[src/rtl/sd_crc16_lanes.sv]
`default_nettype none
// ============================================================================
//  Module   : sd_crc16_lanes
//  Purpose  : Per-DAT-line serial CRC16 (x^16 + x^12 + x^5 + 1, init 0)
//             engine for the SD data-line driver. Counts the block length
//             itself. In generate mode it shifts the CRC out after the
//             payload. In check mode it compares the received CRC tail
//             against the computed CRC and reports mismatches per lane.
//  Ports    : iclk        - clock, rising edge
//             irst_n      - asynchronous active-low reset
//             istart      - block start pulse, accepted from IDLE only
//             imode       - sampled with istart: 0 = generate, 1 = check
//             ivalid      - bit enable; the engine stalls when low
//             idata       - payload bit per lane, then CRC tail in check mode
//             ocrc        - CRC bit per lane during unload, MSB first
//             ocrc_valid  - high while ocrc carries CRC bits
//             obusy       - high while a block is in progress
//             odone       - one-cycle end-of-block pulse
//             ocrc_err    - sticky per-lane mismatch flags, held until istart
//  Revision : 1.0 - initial release
// ============================================================================
module sd_crc16_lanes #(
    parameter int LANES      = 4,
    parameter int BLOCK_BITS = 1024,
    parameter int CNT_W      = 11
) (
    input  logic             iclk,
    input  logic             irst_n,
    input  logic             istart,
    input  logic             imode,
    input  logic             ivalid,
    input  logic [LANES-1:0] idata,
    output logic [LANES-1:0] ocrc,
    output logic             ocrc_valid,
    output logic             obusy,
    output logic             odone,
    output logic [LANES-1:0] ocrc_err
);

    localparam logic [15:0]      POLY     = 16'h1021;
    localparam logic [CNT_W-1:0] LAST_BIT = CNT_W'(BLOCK_BITS - 1);
    localparam logic [3:0]       LAST_TAIL = 4'd15;

    typedef enum logic [2:0] {
        S_IDLE   = 3'd0,
        S_CALC   = 3'd1,
        S_UNLOAD = 3'd2,
        S_CHECK  = 3'd3,
        S_DONE   = 3'd4
    } state_t;

    state_t           state;
    logic [CNT_W-1:0] bit_cnt;
    logic [3:0]       tail_cnt;
    logic             mode_chk;

    // ------------------------------------------------------------------
    // Sequencer: payload bit counter, 16-bit tail counter and mode latch.
    // ------------------------------------------------------------------
    always_ff @(posedge iclk or negedge irst_n) begin
        if (!irst_n) begin
            state    <= S_IDLE;
            bit_cnt  <= '0;
            tail_cnt <= '0;
            mode_chk <= 1'b0;
        end else begin
            unique case (state)
                S_IDLE: begin
                    if (istart) begin
                        bit_cnt  <= '0;
                        tail_cnt <= '0;
                        mode_chk <= imode;
                        state    <= S_CALC;
                    end
                end
                S_CALC: begin
                    if (ivalid) begin
                        if (bit_cnt == LAST_BIT) begin
                            tail_cnt <= '0;
                            state    <= mode_chk ? S_CHECK : S_UNLOAD;
                        end else begin
                            bit_cnt <= bit_cnt + CNT_W'(1);
                        end
                    end
                end
                S_UNLOAD, S_CHECK: begin
                    if (ivalid) begin
                        if (tail_cnt == LAST_TAIL) begin
                            state <= S_DONE;
                        end else begin
                            tail_cnt <= tail_cnt + 4'd1;
                        end
                    end
                end
                S_DONE: begin
                    // istart is deliberately not looked at here: a new block
                    // is only accepted once the engine is back in IDLE.
                    state <= S_IDLE;
                end
                default: begin
                    state <= S_IDLE;
                end
            endcase
        end
    end

    // Status outputs are pure decodes of the state register, so they change
    // only on clock edges and clear immediately with the asynchronous reset.
    assign ocrc_valid = (state == S_UNLOAD);
    assign obusy      = (state == S_CALC) || (state == S_UNLOAD) || (state == S_CHECK);
    assign odone      = (state == S_DONE);

    // ------------------------------------------------------------------
    // One fully independent CRC register and error flag per DAT line.
    // ------------------------------------------------------------------
    for (genvar g = 0; g < LANES; g++) begin : g_lane
        logic [15:0] crc;
        logic        err;
        logic        fb;

        assign fb = idata[g] ^ crc[15];

        always_ff @(posedge iclk or negedge irst_n) begin
            if (!irst_n) begin
                crc <= '0;
                err <= 1'b0;
            end else begin
                unique case (state)
                    S_IDLE: begin
                        if (istart) begin
                            crc <= '0;
                            err <= 1'b0;
                        end
                    end
                    S_CALC: begin
                        if (ivalid) begin
                            crc <= {crc[14:0], 1'b0} ^ (fb ? POLY : 16'h0000);
                        end
                    end
                    S_UNLOAD: begin
                        // Shifting out MSB first; the vacated LSBs fill with 0.
                        if (ivalid) begin
                            crc <= {crc[14:0], 1'b0};
                        end
                    end
                    S_CHECK: begin
                        if (ivalid) begin
                            if (idata[g] != crc[15]) begin
                                err <= 1'b1;
                            end
                            crc <= {crc[14:0], 1'b0};
                        end
                    end
                    default: begin
                        crc <= crc;
                    end
                endcase
            end
        end

        assign ocrc[g]     = ocrc_valid & crc[15];
        assign ocrc_err[g] = err;
    end

endmodule
`default_nettype wire
[config.mk]
export PLATFORM = sky130hd
export DESIGN_NAME = sd_crc16_lanes
export DESIGN_NICKNAME = d
export VERILOG_FILES = /design/src/rtl/sd_crc16_lanes.sv
export SDC_FILE = /design/constraint.sdc
export NUM_CORES = 1
export LEC_CHECK = 0
export ABC_AREA = 0
export BUFFER_PORTS_ARGS = -buffer_cell sky130_fd_sc_hd__buf_2
export CAP_MARGIN = 10
export CORE_MARGIN = 4
export CORE_UTILIZATION = 35
export CTS_CLUSTER_SIZE = 25
export DETAILED_ROUTE_END_ITERATION = 10
export SYNTH_ARGS = -nofsm -noshare
export SYNTH_HDL_FRONTEND = slang
export SYNTH_SLANG_ARGS = --single-unit
[constraint.sdc]
create_clock -name iclk -period 2.5 [get_ports iclk]
set_clock_uncertainty 0.05 [all_clocks]
set_input_delay 0.125 -clock iclk [delete_from_list [all_inputs] [get_ports iclk]]
set_output_delay 0.125 -clock iclk [all_outputs]
set_load 0.005 [all_outputs]
# Word-level counts from Yosys, hierarchy flattened
# Cells that the tools add are included.
# totals
regBits,87
in_bits,9
output_inout_bits,11
wordCells,111
# classes
add_sub_neg,2
n_eq_ne,22
n_mux,47
n_bitwise,12
reduce_logical,16
# op_table
cell,n
$pmux W16 S3,4
$mux W16,9
$xor A16 B13 Y16,4
$mux W13,4
$mux W11,3
$reduce_and A4 Y1,6
$pmux W11 S2,1
$mux W4,5
$mux W3,5
$ne A2 B1 Y1 const B,6
$ne A2 B2 Y1 const B,6
$pmux W4 S3,1
$add A11 B1 Y11 const B,1
$eq A11 B10 Y1 const B,1
$mux W1,10
$pmux W3 S3,1
$pmux W1 S2,4
$eq A3 B2 Y1 const B,2
$reduce_and A6 Y1,1
$reduce_and A5 Y1,1
$add A4 B1 Y4 const B,1
$and A1 B1 Y1,4
$eq A4 B4 Y1 const B,1
$ne A1 B1 Y1,4
other kinds (9),14

# Logic depth before layout (Yosys ltp)
# Gate-level depths: netlist (run 1).
# logic_depth
word_depth,5
mapped_depth,7
ltp_nobuf,5

# Worst setup path after synthesis (run 1)
# Ideal clock, no wire load.
# synth_path
kind,register to register
from,reg bit_cnt[0]
to,reg tail_cnt[2]
arrival_time_ps,1576
slack_ps,746
stages_incl_launch_ff,6
path_buffers,0
synth_period_minus_slack_ps,1754
path_cell_list,dfrtp_1 ha_1 nand4_1 or4_4 a211oi_2 o2bb2ai_1
# synth_between
elab_chain_cells,3
# synth_rtl
item,line_no,source
"start, declared",53,logic [CNT_W-1:0] bit_cnt;
"start signal, assigned",82,bit_cnt <= bit_cnt + CNT_W'(1);
$eq A11 B10 Y1,78,if (bit_cnt == LAST_BIT) begin
$ne A2 B2 Y1 (no line),-,
$reduce_and A6 Y1 (no line),-,
"end signal, assigned",91,tail_cnt <= tail_cnt + 4'd1;
"end, declared",54,logic [3:0] tail_cnt;
# No other way between the ends.
# A chain may end at the register's enable or synchronous reset.

# Final worst setup path (run 1)
# Ends and elaborated chain as after synthesis.

==> results of run 1 <==
[metrics by stage]
stage	power (µW)	std cells	instance area [µm²]	worst slack [ns]	util
2_1_floorplan	2250	449	4090	0.746	-
3_3_place_gp	2390	587	4310	0.537	0.378
3_5_place_dp	2430	587	4310	0.481	0.378
4_1_cts	3870	605	4650	0.479	0.407
5_1_grt	4040	605	4650	0.366	0.407
6_report	3830	605	4650	0.487	0.407
[power by group]
group	internal [µW]	switching, µW	total, µW	leakage [µW]
clock network	878	549	1430	0.000154
registers	1670	185	1850	0.00107
logic	244	302	546	0.00106
[worst min-delay path by stage]
| stage | slack [ns] | to | cells past startpoint | from |
|---|---|---|---|---|
| finish | 0.14 | state[0] | 3 | istart |
| global route | 0.12 | state[0] | 3 | istart |
| CTS | 0.12 | state[0] | 3 | istart |
| detailed placement | 0.14 | tail_cnt[3] | 1 | irst_n |
| global placement | 0.13 | tail_cnt[1] | 1 | irst_n |
| floorplan | -0.22 | bit_cnt[0] | 0 | irst_n |
[area by class of cell]
class | instances | area [µm²]
repair buffers | 31 | 230
multi-input cells | 322 | 1720
clock buffers | 11 | 233
well taps | 143 | 179
fillers | 1136 | 6770
flip-flops and latches | 87 | 2180
clock inverters | 5 | 82.6
inverters | 6 | 22.5
[state kept, by name, indices dropped and copies added, names as in the netlist]
register,count
g_lane.crc,64
bit_cnt,11
g_lane.err,4
tail_cnt,4
state,3
mode_chk,1
[cells in the mapped netlist, types with 3 or more instances]
cell        n
a21oi_1     5
a221oi_1    8
a31oi_1    13
and2_1      6
and3_1      6
buf_2      14
buf_4       9
clkbuf_1    8
dfrtp_1    87
inv_1       6
mux2_2      9
nand2_1   125
nand2b_1    6
nand3_1    63
nand4_1     3
nor2_1     35
o21ai_0     4
xor2_1      4
[repair_timing]
action,CTS,global route
resized for setup,0,0
endpoints found under the hold margin,45,0
hold buffers,2,0
[worst max-delay path: cells and delay by family, from the launching register on]
kind                       cells  cell delay [ns]
and+or+nand+nor                2             0.76
AOI/OAI and AO/OA              2             0.46
DFF                            1             0.38
adders and majority gates      1             0.24
[cells by family after synthesis]
logic type,share of synthesized area
simple gates,0.294
flops,0.532
compound gates,0.0773
buf+inv,0.0529
mux,0.0296
xor+xnor,0.00856
fa+ha+maj,0.00611
[routing by layer]
layer | share of wire | wire [µm] | track usage
met5 | 0 | 0 | 0
met4 | 0.0076 | 66 | 0.0340
met3 | 0.043 | 371 | 0.0399
met2 | 0.46 | 4020 | 0.209
met1 | 0.49 | 4220 | 0.192
==> flow_summary_export.csv, run 1 <==
group,metric,value,unit
setup_path,end_kind,"register",
final_layout,diodes,0,
placement,place_congestion,0.796,
sta,whs,0.136,ns
synth,synth_warnings,0,
final_layout,final_common_cell,"nand2_1",
clocking,clock-sinks,87,
die,io_pins,20,
clocking,clockBufferDepth,2,
setup_path,timing.rr.end,"tail_cnt[2]",
die,die_h,116,µm
status,status,"finished, final reports clean",
clocking,path_clk_slew,0.06,ns
final_layout,drive_gt1_frac,0.136,
synth,synth_seq_area_share,0.532,
setup_path,crit_path_start,"bit_cnt[0]",
setup_path,crit_end,"tail_cnt[2]",
synth,synth_cell_type_count,47,
setup_path,crit_path_max_incr_delay,0.56,ns
sta,worst_slew_pin_slew,0.624,ns
setup_path,start_kind,"register",
synth,synthCells,449,
clocking,cts_setup_buffers,0,
setup_path,slowest_stage,"or4_4",
route,drc,0,
grt,grt.overflow.total,0,
placement,io_buffers,19,
sta,finalHoldViolCount,0,
run,maxCapViolations,0,
setup_path,worstPathMaxFanout,5,
synth,synth_edf_count,0,
die,die_x,116,µm
synth,syn_area_per_cell,9.12,µm²
setup_path,r2r_cells,5,
pwr,power.density,823,mW/mm²
synth,synthArstFlopShare,1.00,
synth,yosysTopAreaCellShare,0.532,
die,row_count,39,
placement,dp_hpwl,5530,µm
grt,antenna_found_initial,0,
clocking,root_buffer,"clkbuf_16",
synth,yosys.area.top_type,"dfrtp_1",
sta,slew_headroom,0.584,
route,drt-initial-drc-count,230,
grt,grt_usage,0.137,
route,drtPass1Iterations,4,
synth,synth_area,0.00409,mm²
grt,grt_pass1_wl,14700,µm
setup_path,critical_path_class,"reg -> reg",
clocking,clk_latency,0.33,ns
setup_path,cp.required,2.66,ns
route,viasPerCell,5.13,
sta,rsz0062_at_grt,"no",
sta,tns,0,ns
sta,finalSetupViolCount,0,
sta,fin_crit,2.01,ns
route,wl_per_cell,14.3,µm
setup_path,crit_chain,"ha_1 -> nand4_1 -> or4_4 -> a211oi_2 -> o2bb2ai_1",
grt,grt_pass1_vias,2941,
setup_path,reg2reg_slack,0.49,ns
clocking,cts-buffers-inserted,9,
grt,grt_max_degree,65,
final_layout,layout-area-overhead-vs-synth,13.5,%
route,wl,8680,µm
synth,syn-num-nets,460,
die,die-area,0.0135,mm²
pwr,leakagePower,0.00229,µW
die,coreArea,0.0114,mm²
hold_path,hp-class,"in -> reg",
setup_path,crit_arrival,2.17,ns
setup_path,rr_startpoint,"bit_cnt[0]",
sta,period_share,0.805,
synth,ys.flop_type,"dfrtp_1",
sta,max_freq,0.497,GHz
pwr,irDropWorstVdd,0.441,mV
sta,slew_viol_final,0,
synth,ys_top_cells_by_area,"dfrtp_1, nand2_1, nand3_1, nor2_1, mux2_2",
die,initial_core_util,0.359,
final_layout,nets,468,
route,vias,3105,
clocking,tritoncts,"done",
synth,synth_seq_cells,87,
route,drtAntennaViolNets,0,
final_layout,mostFrequentLayoutCells,"nand2_1, dfrtp_1, nand3_1, nor2_1, buf_2",
clocking,htreeDepth,3,
Note: power is estimated with default switching activity, not from simulation.
==> run 2: changes to the inputs <==
==> constraint.sdc (replaced) <==
create_clock -name iclk -period 1.74 [get_ports iclk]
set_clock_uncertainty 0.05 [all_clocks]
set_input_delay 0.087 -clock iclk [delete_from_list [all_inputs] [get_ports iclk]]
set_output_delay 0.087 -clock iclk [all_outputs]
set_load 0.005 [all_outputs]
==> run 2 against run 1 <==
Fmax rose by 17%. Final cell count is 5.8% higher. Register-to-register slack got worse by 0.47 ns. Worst setup slack got worse by 0.47 ns. Clock-buffer cell count shrank 1. Die area unchanged. Combinational power grew 80%. Global-route usage rose by 1.3 points. Via count is 5.7% higher. Clock power is 25% higher. Worst hold slack worse by 0.054 ns. Flip-flop and latch count stayed put.
==> flow_summary_export.csv, run 2 (synthesis gave the netlist of run 1 again) <==
group,metric,value,unit
route,viasPerCell,5.13,
route,drc,0,
grt,grt_max_degree,45,
die,row_count,39,
setup_path,end_kind,"register",
final_layout,fin_util,0.449,
status,status,"finished, final reports clean",
clocking,htreeDepth,3,
grt,antenna_found_initial,0,
pwr,leakagePower,0.00253,µW
final_layout,drive_gt1_frac,0.241,
route,wl_per_cell,15.1,µm
setup_path,cp.required,1.91,ns
sta,max_freq,0.581,GHz
sta,slew_viol_final,0,
run,maxCapViolations,0,
placement,dp_hpwl,6030,µm
grt,grt_pass1_wl,16000,µm
route,vias,3281,
sta,period_share,0.988,
die,coreArea,0.0114,mm²
die,io_pins,20,
die,die_x,116,µm
die,die_h,116,µm
grt,grt_pass1_vias,3248,
setup_path,r2r_cells,5,
sta,finalSetupViolCount,0,
sta,fin_crit,1.72,ns
route,wl,9640,µm
grt,grt_usage,0.150,
clocking,clk_latency,0.34,ns
route,drt-initial-drc-count,173,
final_layout,largestRegisters,"g_lane.crc: 64 flops, bit_cnt: 11 flops",
setup_path,critical_path_class,"reg -> reg",
pwr,power.density,1060,mW/mm²
sta,whs,0.0824,ns
final_layout,nets,504,
clocking,cts-buffers-inserted,9,
clocking,clock-sinks,87,
setup_path,critPathBufInv,0,
setup_path,crit_arrival,1.89,ns
clocking,clockBufferDepth,2,
setup_path,slowest_stage,"or4_4",
hold_path,hp-class,"in -> reg",
setup_path,crit_path_max_incr_delay,0.53,ns
final_layout,final_cells,640,
die,initial_core_util,0.359,
final_layout,diodes,0,
setup_path,crit_chain,"ha_4 -> nand4_1 -> or4_4 -> a211oi_4 -> o21ai_1",
placement,io_buffers,19,
final_layout,top_register,"g_lane.crc",
route,drtPass1Iterations,4,
die,die-area,0.0135,mm²
setup_path,cp_top_family,"simple AND/OR/NAND/NOR gates",
sta,finalHoldViolCount,0,
route,drtAntennaViolNets,0,
clocking,tritoncts,"done",
pwr,p_total,5450,µW
sta,worst_slew_pin_slew,0.375,ns
clocking,root_buffer,"clkbuf_16",
final_layout,layout-area-overhead-vs-synth,25.2,%
sta,slew_headroom,0.749,
final_layout,mostFrequentLayoutCells,"nand2_1, dfrtp_1, nand3_1, nor2_1, buf_4",
sta,fin_ws,0.0203,ns
placement,dp_slack,-0.0996,ns
hold_path,min_path_cells,3,
pwr,irDropWorstVdd,0.584,mV
sta,rsz0062_at_grt,"yes",
setup_path,worstPathMaxFanout,3,
final_layout,final_common_cell,"nand2_1",
setup_path,path_depth,5,
placement,dp.cells,607,
grt,grt.overflow.total,0,
final_layout,largest_reg_flops,64,
clocking,path_clk_slew,0.06,ns
placement,place_congestion,0.806,
setup_path,start_kind,"register",
## run 2: power breakdown
| group | internal (µW) | total [µW] | switching (µW) |
|---|---|---|---|
| combinational | 491 | 984 | 493 |
| clock | 998 | 1790 | 795 |
| sequential | 2390 | 2670 | 274 |
## run 2: worst paths after layout
path	startpoint	slack (ns)	to
max reg2reg	bit_cnt[1]	0.02	tail_cnt[1]
min reg2reg	g_lane[1].crc[1]	0.42	g_lane[1].crc[1]
max	bit_cnt[1]	0.02	tail_cnt[1]
max in group asynchronous	irst_n	0.90	g_lane[2].crc[2]
min in group asynchronous	irst_n	0.15	tail_cnt[2]
min	istart	0.08	state[0]
## run 2: what timing repair did
action	4_1_cts	5_1_grt
hold endpoints to repair	70	0
endpoints found under the setup margin	21	83
cloned	1	3
hold buffers	2	0
buffers inserted	3	9
pin swaps	6	11
resized for setup	10	28
## run 2: final cells by class
class	count	area [µm²]
inverter	6	22.5
multi-input combinational	322	1830
clock inverter	5	35.0
tap	143	179
sequential	87	2180
fill	1137	6290
timing repair buffer	67	638
clock buffer	10	239
## run 2: worst reg2reg max path, stage by stage (launching register included)
cell and delay [ns]:
dfrtp_1 0.39, ha_4 0.15, nand4_1 0.13, or4_4 0.53, a211oi_4 0.26, o21ai_1 0.09
## run 2: metrics by stage
step                      TNS (ns)  area (µm²)
after floorplan                  0        4090
after global placement     -0.0111        4490
after detailed placement    -0.486        4490
after CTS                        0        4880
after global routing        -0.590        5130
final                            0        5130
## run 2: metal layers
layer | wire length [µm] | GRT usage | part of all wire
met1 | 4520 | 0.203 | 0.47
met2 | 4660 | 0.242 | 0.48
met3 | 391 | 0.0404 | 0.041
met4 | 68 | 0.0333 | 0.0071
met5 | 0 | 0 | 0
